### config.mk
export PLATFORM = sky130hd
export DESIGN_NAME = ram_access_ctrl
export DESIGN_NICKNAME = d
export VERILOG_FILES = /design/src/rtl/ram_pkg.sv /design/src/rtl/rsp_fifo.sv /design/src/rtl/ram_access_ctrl.sv
export SDC_FILE = /design/constraint.sdc
export NUM_CORES = 1
export LEC_CHECK = 0
export CAP_MARGIN = 30
export CORE_MARGIN = 1
export CORE_UTILIZATION = 45
export CTS_CLUSTER_DIAMETER = 150
export DETAILED_ROUTE_END_ITERATION = 7
export PLACE_DENSITY = 0.74
export SYNTH_ARGS = -nofsm -noshare
export SYNTH_HDL_FRONTEND = slang
export SYNTH_SLANG_ARGS = --single-unit
### constraint.sdc
create_clock -name clk -period 2.7 [get_ports clk]
set_input_delay 0.405 -clock clk [delete_from_list [all_inputs] [get_ports clk]]
set_output_delay 0.405 -clock clk [all_outputs]
set_load 0.02 [all_outputs]
### src/rtl/ram_pkg.sv
// Shared types and default widths for the ram_chip host-side controller.
package ram_pkg;

  localparam int DEF_DATA_W = 64;
  localparam int DEF_ADDR_W = 12;

  typedef enum logic [1:0] {
    IDLE  = 2'd0,
    RUN   = 2'd1,
    DRAIN = 2'd2
  } state_t;

endpackage

### src/rtl/rsp_fifo.sv
// Synchronous response FIFO; pointers wrap naturally since DEPTH is a power of 2.
module rsp_fifo #(
  parameter  int W     = 64,
  parameter  int DEPTH = 4,
  localparam int CW    = $clog2(DEPTH + 1),
  localparam int PW    = $clog2(DEPTH)
) (
  input  logic          clk,
  input  logic          rst_n,
  input  logic          push,
  input  logic          pop,
  input  logic [W-1:0]  din,
  output logic [W-1:0]  dout,
  output logic [CW-1:0] count,
  output logic          full,
  output logic          empty
);

  logic [DEPTH-1:0][W-1:0] mem;
  logic [PW-1:0]           wr_ptr, rd_ptr;
  logic                    do_push, do_pop;

  assign full    = (count == CW'(DEPTH));
  assign empty   = (count == '0);
  assign do_push = push && !full;
  assign do_pop  = pop && !empty;
  assign dout    = mem[rd_ptr];

  // Storage is cleared too so rsp_data reads 0 out of reset.
  always_ff @(posedge clk or negedge rst_n) begin
    if (!rst_n) begin
      mem    <= '0;
      wr_ptr <= '0;
      rd_ptr <= '0;
      count  <= '0;
    end else begin
      if (do_push) begin
        mem[wr_ptr] <= din;
        wr_ptr      <= wr_ptr + 1'b1;
      end
      if (do_pop) rd_ptr <= rd_ptr + 1'b1;
      case ({do_push, do_pop})
        2'b10:   count <= count + 1'b1;
        2'b01:   count <= count - 1'b1;
        default: ;
      endcase
    end
  end

endmodule

### src/rtl/ram_access_ctrl.sv
// Host-side initiator for ram_chip: registered write/read ports, credit-protected
// read response FIFO, and a RUN/DRAIN sequencer so chip_en never drops with reads in flight.
module ram_access_ctrl
  import ram_pkg::*;
#(
  parameter  int DATA_W    = DEF_DATA_W,
  parameter  int ADDR_W    = DEF_ADDR_W,
  parameter  int RSP_DEPTH = 4,
  localparam int OW        = $clog2(RSP_DEPTH + 1)
) (
  input  logic              clk,
  input  logic              rst_n,
  input  logic              en,
  input  logic              wr_valid,
  output logic              wr_ready,
  input  logic [ADDR_W-1:0] wr_addr,
  input  logic [DATA_W-1:0] wr_data,
  input  logic              rd_valid,
  output logic              rd_ready,
  input  logic [ADDR_W-1:0] rd_addr,
  output logic              rsp_valid,
  input  logic              rsp_ready,
  output logic [DATA_W-1:0] rsp_data,
  output logic              busy,
  output logic              err,
  output logic              ram_chip_en,
  output logic              ram_write,
  output logic              ram_read,
  output logic [ADDR_W-1:0] ram_wr_address,
  output logic [ADDR_W-1:0] ram_rd_address,
  output logic [DATA_W-1:0] ram_data_in,
  input  logic [DATA_W-1:0] ram_data_out,
  input  logic              ram_data_valid
);

  localparam logic [OW:0] DEPTH_L = (OW + 1)'(RSP_DEPTH);

  state_t          state, state_nxt;
  logic [OW-1:0]   outstanding;
  logic [OW-1:0]   fifo_count;
  logic            fifo_full, fifo_empty;
  logic            run, hazard, credit_ok;
  logic            wr_fire, rd_fire, rsp_fire;
  logic            dv_ok, rsp_push;

  assign run       = (state == RUN);
  assign hazard    = wr_valid && rd_valid && (wr_addr == rd_addr);
  // Every accepted read owns a FIFO slot from accept until it is popped.
  assign credit_ok = ({1'b0, outstanding} + {1'b0, fifo_count}) < DEPTH_L;

  assign wr_ready    = run;
  assign rd_ready    = run && credit_ok && !hazard;
  assign wr_fire     = wr_valid && wr_ready;
  assign rd_fire     = rd_valid && rd_ready;
  assign busy        = (state != IDLE);
  assign ram_chip_en = (state != IDLE);

  assign rsp_valid = !fifo_empty;
  assign rsp_fire  = rsp_valid && rsp_ready;
  assign dv_ok     = ram_data_valid && (outstanding != '0);
  assign rsp_push  = dv_ok && !fifo_full;

  always_ff @(posedge clk or negedge rst_n) begin
    if (!rst_n) state <= IDLE;
    else        state <= state_nxt;
  end

  always_comb begin
    state_nxt = state;
    case (state)
      IDLE:  if (en) state_nxt = RUN;
      RUN:   if (!en) state_nxt = DRAIN;
      DRAIN: begin
        if (en)                                      state_nxt = RUN;
        else if ((outstanding == '0) && fifo_empty)  state_nxt = IDLE;
      end
      default: state_nxt = IDLE;
    endcase
  end

  always_ff @(posedge clk or negedge rst_n) begin
    if (!rst_n) begin
      outstanding <= '0;
      err         <= 1'b0;
    end else begin
      case ({rd_fire, dv_ok})
        2'b10:   outstanding <= outstanding + 1'b1;
        2'b01:   outstanding <= outstanding - 1'b1;
        default: ;
      endcase
      // Data with nothing outstanding is dropped; flag it until reset.
      if (ram_data_valid && (outstanding == '0)) err <= 1'b1;
    end
  end

  always_ff @(posedge clk or negedge rst_n) begin
    if (!rst_n) begin
      ram_write      <= 1'b0;
      ram_read       <= 1'b0;
      ram_wr_address <= '0;
      ram_rd_address <= '0;
      ram_data_in    <= '0;
    end else begin
      ram_write <= wr_fire;
      ram_read  <= rd_fire;
      if (wr_fire) begin
        ram_wr_address <= wr_addr;
        ram_data_in    <= wr_data;
      end
      if (rd_fire) ram_rd_address <= rd_addr;
    end
  end

  rsp_fifo #(
    .W     (DATA_W),
    .DEPTH (RSP_DEPTH)
  ) u_rsp_fifo (
    .clk   (clk),
    .rst_n (rst_n),
    .push  (rsp_push),
    .pop   (rsp_fire),
    .din   (ram_data_out),
    .dout  (rsp_data),
    .count (fifo_count),
    .full  (fifo_full),
    .empty (fifo_empty)
  );

endmodule

Yosys cells after proc, flatten, opt, wreduce, memory -nomap -nowiden:

Cells that the tools add are included.

* register bits: 359
* bits of input ports: 159
* output and inout bits: 160
* word-level logic and storage cells: 74

* $add $sub $neg: 7
* order comparisons: 4
* equal/unequal tests: 11
* mux-type cells: 12
* reductions and logical operators: 25

Operator list (number)
* $bwmux W256: 1
* $bmux W64 S2: 1
* $demux W64 S2: 1
* $mux W64: 2
* $logic_and A1 B1 Y1: 14
* $eq A12 B12 Y1: 1
* $pmux W3 S2: 2
* $mux W2: 4
* $add A3 B1 Y3 const B: 2
* $eq A2 B1 Y1 const B: 3
* $eq A2 B2 Y1 const B: 3
* $logic_not A3 Y1: 2
* $lt A2 B3 Y1 const B: 2
* $pmux W2 S3: 1
* $reduce_bool A2 Y1: 3
* $sub A3 B1 Y3 const B: 2
* $add A2 B1 Y2 const B: 2
* $add A3 B3 Y4: 1
* $lt A4 B3 Y1 const B: 1
* $ne A2 B2 Y1 const B: 2
* $eq A3 B3 Y1 const B: 1
* $logic_not A1 Y1: 3
* $ne A3 B3 Y1 const B: 1
* $reduce_and A3 Y1: 1
* other kinds (3): 3

Logic depth before layout (Yosys ltp):

* depth in word-level cells: 7
* gate-level depth with buffers: 11
* mapped depth without buffers: 10

By module:

A second synthesis with hierarchy kept.

* cells, all modules: 897
* area, all modules: 15411.0 um2

By module, submodules not included
* rsp_fifo: instances 1, cells an instance 654, area an instance 11539.8 um2, seq. area each 6581.3 um2
* ram_access_ctrl: instances 1, cells an instance 243, area an instance 3871.2 um2, seq. area each 2402.3 um2

Worst setup path before layout:

Ideal clock, no wire load.

* path type: register to register
* start: register u_rsp_fifo.count[2]
* end: register outstanding[2]
* setup time: 0.125 ns
* arrival time: 2.415 ns
* data required time: 2.575 ns
* path slack: 0.159 ns
* stages on the path, launching flop included: 12
* buffers on the path: 1
* clock period less this slack: 2.541 ns
* path through: dfrtp_1 -> ha_1 -> or4_1 -> a31oi_1 -> nand3_2 -> buf_6 -> ha_1 -> inv_1 -> fa_1 -> xor2_1 -> nor2_1 -> xor2_1

* longest elaborated chain between the ends: 7
* elaborated cells between the ends (all ways): 9
* those cells by class: 1 x add/sub; 1 x order compare; 2 x eq/ne; 1 x mux; 4 x reduce/logical

RTL lines
* from (decl): line rsp_fifo.sv:14 `output logic [CW-1:0] count,`
* from (signal assigned): line rsp_fifo.sv:43 `2'b10: count <= count + 1'b1;`
* from (signal assigned): line rsp_fifo.sv:44 `2'b01: count <= count - 1'b1;`
* $add A3 B3 Y4 (*): line ram_access_ctrl.sv:49 `assign credit_ok = ({1'b0, outstanding} + {1'b0, fifo_count}) < DEPTH_L;`
* $lt A4 B3 Y1 (*): line ram_access_ctrl.sv:49
* $logic_and A1 B1 Y1 (*) (2 in a row): line ram_access_ctrl.sv:52 `assign rd_ready = run && credit_ok && !hazard;`
* $logic_and A1 B1 Y1 (*): line ram_access_ctrl.sv:54 `assign rd_fire = rd_valid && rd_ready;`
* $eq A2 B1 Y1 or $eq A2 B2 Y1 (tied branches): line ram_access_ctrl.sv:86 `case ({rd_fire, dv_ok})`
* $pmux W3 S2 or $reduce_bool A2 Y1 (tied branches)
* to (signal assigned): line ram_access_ctrl.sv:87 `2'b10: outstanding <= outstanding + 1'b1;`
* to (signal assigned): line ram_access_ctrl.sv:88 `2'b01: outstanding <= outstanding - 1'b1;`
* to (decl): line ram_access_ctrl.sv:39 `logic [OW-1:0] outstanding;`

Every way passes the cells marked *; elsewhere a longest branch is shown, timed or not.
A chain may end at the register's enable or synchronous reset.

Worst setup path after layout:

* start: register u_rsp_fifo.rd_ptr[0]
* end: output rsp_data[3]

* longest elaborated chain between the ends: 2

RTL lines
* from (decl): line rsp_fifo.sv:20 `logic [PW-1:0] wr_ptr, rd_ptr;`
* from (signal assigned): line rsp_fifo.sv:41 `if (do_pop) rd_ptr <= rd_ptr + 1'b1;`
* $bmux W64 S2: line rsp_fifo.sv:27 `assign dout = mem[rd_ptr];`
* $mux W64 (implied by the code): line rsp_fifo.sv:27
* to (decl): line ram_access_ctrl.sv:23 `output logic [DATA_W-1:0] rsp_data,`

Every way passes these cells. The select of a mux whose other input is x is not followed.

==> run summary <==
GP Congestion: 0.7728
Post-synth ARST share: 100.0%
NetSw: 8.295 mW
Tcrit/Tclk final: 97.57%
First-pass GRT wire length: 55570 um
Cell Int Power: 17.20 mW
Worst rel slew slack: 54.68%
FF+latch count, synth: 359
Clock power share: 21.0%
Yosys top cell area share: 58.55%
Layout cell share with drive strength beyond 1: 40.35%
Final slew viol count: 0
Max_cap viols: 0
Reg-to-reg endpoint: outstanding[2]
Synthesized area per cell: 17.20 um^2
Skew-Pair Late Insertion Delay: 0.54 ns
Vias in the first global route: 10145
Worst-Margin Slew: 0.6798 ns
Synth Net Count: 1061
Die area: 0.03484 mm^2
Vias post-DR: 8951
GR Util All Layers: 20.28%
Post-route ant nets: 0
Final-report setup violation count: 0
Clock transition at path regs: 0.06 ns
GRT overflow: 0
Critical path required time: 2.30 ns
Worst r2r path cells: 11
Yosys cell types: 39
Top_reg_cell synth: dfrtp_1
Fmax: 379.6 MHz
Peak VDD IR: 0.6577 mV
Crit path max fanout: 8
Area Growth Syn to Fin: 33.31%
Most frequent cell after synthesis: dfrtp_1
Largest net degree at the start of global routing: 78
Clock tree sinks: 359
Commonest cells post-synth: dfrtp_1 (359), mux2_2 (322), mux4_2 (64)
Root Driver: clkbuf_16
Worst hold-check path type: in2reg
CTS tree: yes
Setup CP Type: reg2out
Die width: 186.7 um
Combinational power share: 43.6%
Run status: finished, final reports clean
Cell Area, Synth: 0.01534 mm^2
Synth top area cells: dfrtp_1 (59%), mux2_2 (24%), mux4_2 (9.4%), buf_6 (1.8%), mux2_4 (0.98%)
Std cell rows: 67
Die Y-Extent: 186.7 um
Switch share: 32.54%
Post-synth EDFFs: 0
Initial Util: 45.76%
Fin crit period: 2.634 ns
Hold Fails Final Rpt: 0
Unrepaired setup endpoints after global routing: true
DR WL/cell: 19.82 um
Routed WL: 34030 um
Fin Setup TNS: 0 ns
Reg power frac: 35.3%
WHS: 0.4303 ns
Synthesized instance count: 892
DR DRC count: 0
TritonCTS Buffers: 41
Clock skew: 0.02080 ns
Number of inserted diodes: 0
Static Leak: 8.839 nW
Initial antenna violation count: 0
Worst setup SP type: flip-flop
Crit path arrival time: 2.23 ns
Critical Path Start: u_rsp_fifo.rd_ptr[0]
Total core area: 0.03353 mm^2
DR vias/cell: 5.213
CTS H-tree lvls: 2
Post-DP HPWL: 22570 um
CP endpoint kind: output pin
CTS Buffer Depth: 3
CP endpoint: rsp_data[3]
R2R setup slack: 0.20 ns
Boundary Pins: 319
DR pass1 iterations: 4
Ys Warns: 0
PortBufs: 318
R2r startpoint: outstanding[1]
Power Density: 1246 mW/mm^2
Post-synthesis sequential area ratio: 58.55%
Post-synth top area cell: dfrtp_1
Fin nets: 1413
DRT iter0 DRCs: 274
-- layout by cell type, fill, tap and decap left out, types with 2 or more instances in the layout --
| cell | instances |
|---|---|
| bufinv_16 | 3 |
| ha_1 | 8 |
| buf_12 | 15 |
| nand2_4 | 5 |
| dlygate4sd2_1 | 59 |
| buf_4 | 21 |
| inv_6 | 2 |
| fa_1 | 2 |
| nor3_1 | 2 |
| inv_1 | 12 |
| mux2_1 | 12 |
| buf_6 | 3 |
| mux2i_1 | 2 |
| xor2_1 | 16 |
| dfrtp_1 | 357 |
| nor2_1 | 3 |
| nor4_1 | 2 |
| mux4_2 | 64 |
| clkinv_2 | 6 |
| mux2_2 | 322 |
| mux2_4 | 10 |
| clkbuf_1 | 7 |
| dfrtp_4 | 2 |
| nand2_1 | 2 |
| clkbuf_8 | 7 |
| clkbuf_16 | 41 |
| xnor2_1 | 5 |
| clkdlybuf4s50_1 | 256 |
-- power by group through the flow --
stage	Sequential, mW	Combinational (mW)	Clock [mW]
4_1_cts	9.01	11.3	5.54
3_3_place_gp	9.04	11.5	0
2_1_floorplan	9.14	7.12	0
3_5_place_dp	9.16	11.7	0
5_1_grt	9.31	11.9	5.75
6_report	9.01	11.1	5.36
-- stage by stage --
step	total power [mW]	instances	cell area, um^2	setup WS [ns]	utilization, %
after CTS	25.86	1717	20440	0.01412	60.96
after floorplan	16.26	892	15340	0.1595	-
final	25.50	1717	20450	0.06573	61.00
after global routing	26.94	1717	20450	-0.01627	61.00
after detailed placement	20.87	1642	19130	-0.09142	57.04
after global placement	20.55	1642	19130	-0.06327	57.04
-- worst min-delay path by stage --
stage | endpoint | depth (start not counted) | from | slack (ns)
floorplan | err | 0 | rst_n | 0.11
CTS | state[1] | 2 | en | 0.40
global placement | u_rsp_fifo.mem[237] | 1 | rst_n | 0.44
finish | state[1] | 2 | en | 0.43
global route | state[1] | 2 | en | 0.42
detailed placement | u_rsp_fifo.mem[173] | 1 | rst_n | 0.45
-- logic make-up after synthesis --
family / count (synthesis) / share of synthesized area [%]
AOI/OAI and AO/OA: 7 / 0.3833
DFF: 359 / 58.55
adders and majority gates: 10 / 0.9134
and+or+nand+nor: 25 / 1.158
buffers and inverters: 60 / 2.781
muxes: 410 / 35.02
xor gates and xnor gates: 21 / 1.199
-- cell type report --
type | instances | area, um^2
Fill cell | 2618 | 13080
Sequential cell | 359 | 8991
Multi-Input combinational cell | 473 | 5947
Timing Repair Buffer | 357 | 3608
Clock buffer | 55 | 1149
Tap cell | 448 | 560.5
Clock inverter | 13 | 153.9
Inverter | 12 | 45.04
-- layer usage --
metal / global-route usage, % / part of all wire [%] / vias to the layer above
li1: - / - / 3987
met3: 5.981 / 6.8 / 52
met5: 0 / 0 / -
met1: 25.35 / 41 / 4660
met2: 34.23 / 50 / 252
met4: 5.769 / 2.1 / 0
-- critical path, cell delays in order (launching register included) --
cell,delay (ns)
dfrtp_4,0.45
buf_12,0.15
mux4_2,0.49
clkdlybuf4s50_1,0.60
-- registers in the layout, summed over array words and instances, names as in the netlist --
name / flops
outstanding: 3
ram_wr_address: 12
state: 2
err: 1
u_rsp_fifo.mem: 256
u_rsp_fifo.count: 3
ram_read: 1
ram_write: 1
u_rsp_fifo.wr_ptr: 2
u_rsp_fifo.rd_ptr: 2
ram_data_in: 64
ram_rd_address: 12
-- what timing repair did --
action	CTS	global route
hold buffers	1	0
cloned	0	0
buffers inserted	6	0
resized for setup	65	4
endpoints found under the setup margin	65	7
endpoints found under the hold margin	69	0
Note: power is estimated with default switching activity, not from simulation.
==> patch (same settings) <==
The package constant `DEF_ADDR_W` goes from 12 to 13.
--- a/src/rtl/ram_pkg.sv
+++ b/src/rtl/ram_pkg.sv
@@ -2,7 +2,7 @@
 package ram_pkg;
 
   localparam int DEF_DATA_W = 64;
-  localparam int DEF_ADDR_W = 12;
+  localparam int DEF_ADDR_W = 13;
 
   typedef enum logic [1:0] {
     IDLE  = 2'd0,
Interface: changed (resized ram_rd_address, ram_wr_address, rd_addr and wr_addr); port bits go from 319 to 323. No check against the original RTL was run, so the function may have changed too.
==> patch against the unedited design <==
  * Non-clock buffer count rose by 6
  * Global-route usage rose by 1.0 points
  * Register-to-register slack improved by 0.10 ns
  * Sequential cell count rose by 2
  * Largest cell class unchanged
  * Cell area rose by 0.37%
  * Final cell count rose by 0.93%
  * Wire length rose by 5.8%
  * Worst hold slack got worse by 0.0059 ns
  * Worst setup slack got worse by 0.0044 ns
  * Synthesized area rose by 0.29%
  * Count of clock-buffer cells in the layout rose by 6
  * Power fell by 0.69%
  * Sequential share of layout area rose by 0.083 points
==> patch: results (changes against the unedited design) <==
Outcome
  • Outcome: finished, final reports clean (unchanged)

Worst hold path
  • Worst Hold Class: in -> async (was in -> reg)

Placed design
  • Port Buffer Count: 322 (was 318)
  • Pre-CTS setup slack: -0.210 ns (was -0.0914 ns)
  • Final Wtd Congestion: 0.792 (was 0.773)
  • Detailed placer's ending HPWL: 24.6 mm (was 22.6 mm)

STA
  • Slew @ Worst Pin: 0.522 ns (was 0.680 ns)
  • Setup ws final: 0.0613 ns (was 0.0657 ns)
  • Clock skew: 0.0151 ns (was 0.0208 ns)

Global route
  • GRT Total Usage: 0.213 (was 0.203)
  • Initial antenna violation count: 2 (was 0)
  • Largest net degree at the start of global routing: 60 (was 78)
  • Vias in the first global route: 10.2k (was 10.1k)
  • First-pass GRT wire length: 58.1 mm (was 55.6 mm)

Critical path
  • Slowest stage delay, CP: 0.60 ns (about the same)
  • Maximum net fanout on the critical path: 10 (was 8)
  • Worst r2r path cells: 10 (was 11)
  • WP data arrival: 2.23 ns (about the same)
  • Critical path's slowest cell: clkdlybuf4s50_1 (unchanged)

Logic synthesis
  • Area contributors post-synth: dfrtp_1 59%, mux2_2 24%, mux4_2 9.4%, buf_6 1.8%, mux2_1 1.6% (was dfrtp_1 59%, mux2_2 24%, mux4_2 9.4%, buf_6 1.8%, mux2_4 0.98%)
  • Top cells by instance count after synthesis: 361 x dfrtp_1, 324 x mux2_2, 64 x mux4_2 (was 359 x dfrtp_1, 322 x mux2_2, 64 x mux4_2)
  • Register area share after synthesis: 0.587 (was 0.586)
  • Synth cell types: 38 (was 39)
  • Main synth FF type: dfrtp_1 (unchanged)
  • Syn_nets: 1068 (was 1061)
  • FFs w/ async S/R, synth: 1.00 (unchanged)
  • Synth warn: 0 (unchanged)

Layout
  • Number of fill cells: 2541 (was 2618)
  • Top Registers: u_rsp_fifo.mem x256, ram_data_in x64 (unchanged)
  • Layout Nets: 1425 (was 1413)
  • Fraction of layout cells with a size suffix above 1: 0.393 (was 0.403)

Drt
  • First-pass iteration count of the detailed router: 4 (unchanged)
  • Vias/cell: 5.22 (was 5.21)
  • Final wirelength: 36.0 mm (was 34.0 mm)
  • Starting DRT DRC Count: 313 (was 274)

Pwr
  • Pleak: 8.84 nW (about the same)
  • Peak VDD IR: 0.618 mV (was 0.658 mV)

Clock network
  • Worst skew pair latency: 0.52 ns (was 0.54 ns)
  • Clock Pin Slew Worst Setup and Hold Paths: 0.06 ns (about the same)
  • Root buffer cell: clkbuf_16 (unchanged)
  • H-tree depth: 2 (unchanged)
  • Num CTS Buffers: 40 (was 41)
  • CTS max path bufs: 3 (unchanged)
patch: timing repair:
item	4_1_cts	5_1_grt
setup buffers	2	0
pin swaps	0	0
gates resized for setup	63	5
endpoints found under the setup margin	65	4
hold buffers	1	0
hold endpoints to repair	46	0
patch: where the power goes:
| part | internal (mW) | switching [mW] |
|---|---|---|
| Combinational | 6.10 | 4.99 |
| Sequential | 7.86 | 1.28 |
| Clock | 2.97 | 2.11 |
patch: cells by family after synthesis:
| family | synth area share |
|---|---|
| AOI/OAI and AO/OA | 0.00382 |
| xor gates and xnor gates | 0.0125 |
| adders and majority gates | 0.00911 |
| buffers and inverters | 0.0276 |
| DFF | 0.587 |
| muxes | 0.348 |
| and+or+nand+nor | 0.0117 |
patch: routing by layer:
metal  wire length [um]  GRT usage  part of all wire  vias to the layer above
met5                  0          0                 0                        -
met4                629     0.0539             0.017                        0
met3               2540     0.0604             0.071                       45
met2              18200      0.358              0.50                      273
met1              14700      0.272              0.41                     4713
li1                   -          -                 -                     4008
patch: critical path: cells and delay by family (launching register included):
family | cells | cell delay, ns
muxes | 1 | 0.51
DFF | 1 | 0.44
buffers and inverters | 2 | 0.77
patch: path summary, 6_finish.rpt:
| path | from | endpoint | slack (ns) |
|---|---|---|---|
| max in group asynchronous | rst_n | ram_data_in[11] | 1.58 |
| max reg2reg | outstanding[1] | outstanding[2] | 0.30 |
| min reg2reg | err | err | 0.46 |
| min in group clk | en | state[1] | 0.45 |
| max | u_rsp_fifo.rd_ptr[0] | rsp_data[9] | 0.06 |
| min | rst_n | u_rsp_fifo.mem[62] | 0.42 |
patch: final cells by class:
| class | count | area (um2) | share of cell area |
|---|---|---|---|
| well taps | 448 | 561 | 0.0273 |
| clock inverters | 10 | 63.8 | 0.00311 |
| inverters | 12 | 45.0 | 0.00219 |
| repair buffers | 363 | 3700 | 0.180 |
| flip-flops and latches | 361 | 9040 | 0.440 |
| multi-input cells | 476 | 5960 | 0.290 |
| clock buffers | 61 | 1160 | 0.0566 |
| diodes | 2 | 5.00 | 0.000244 |
patch: metrics by stage:
stage	instances	utilization	hold slack, ns	area, um2	setup TNS [ns]
5_1_grt	1733	0.611	0.451	20500	0
6_report	1733	0.611	0.424	20500	0
3_3_place_gp	1657	0.574	0.387	19300	-0.365
4_1_cts	1731	0.610	0.424	20500	0
2_1_floorplan	897	-	0.109	15400	0
3_5_place_dp	1657	0.574	0.393	19300	-0.364
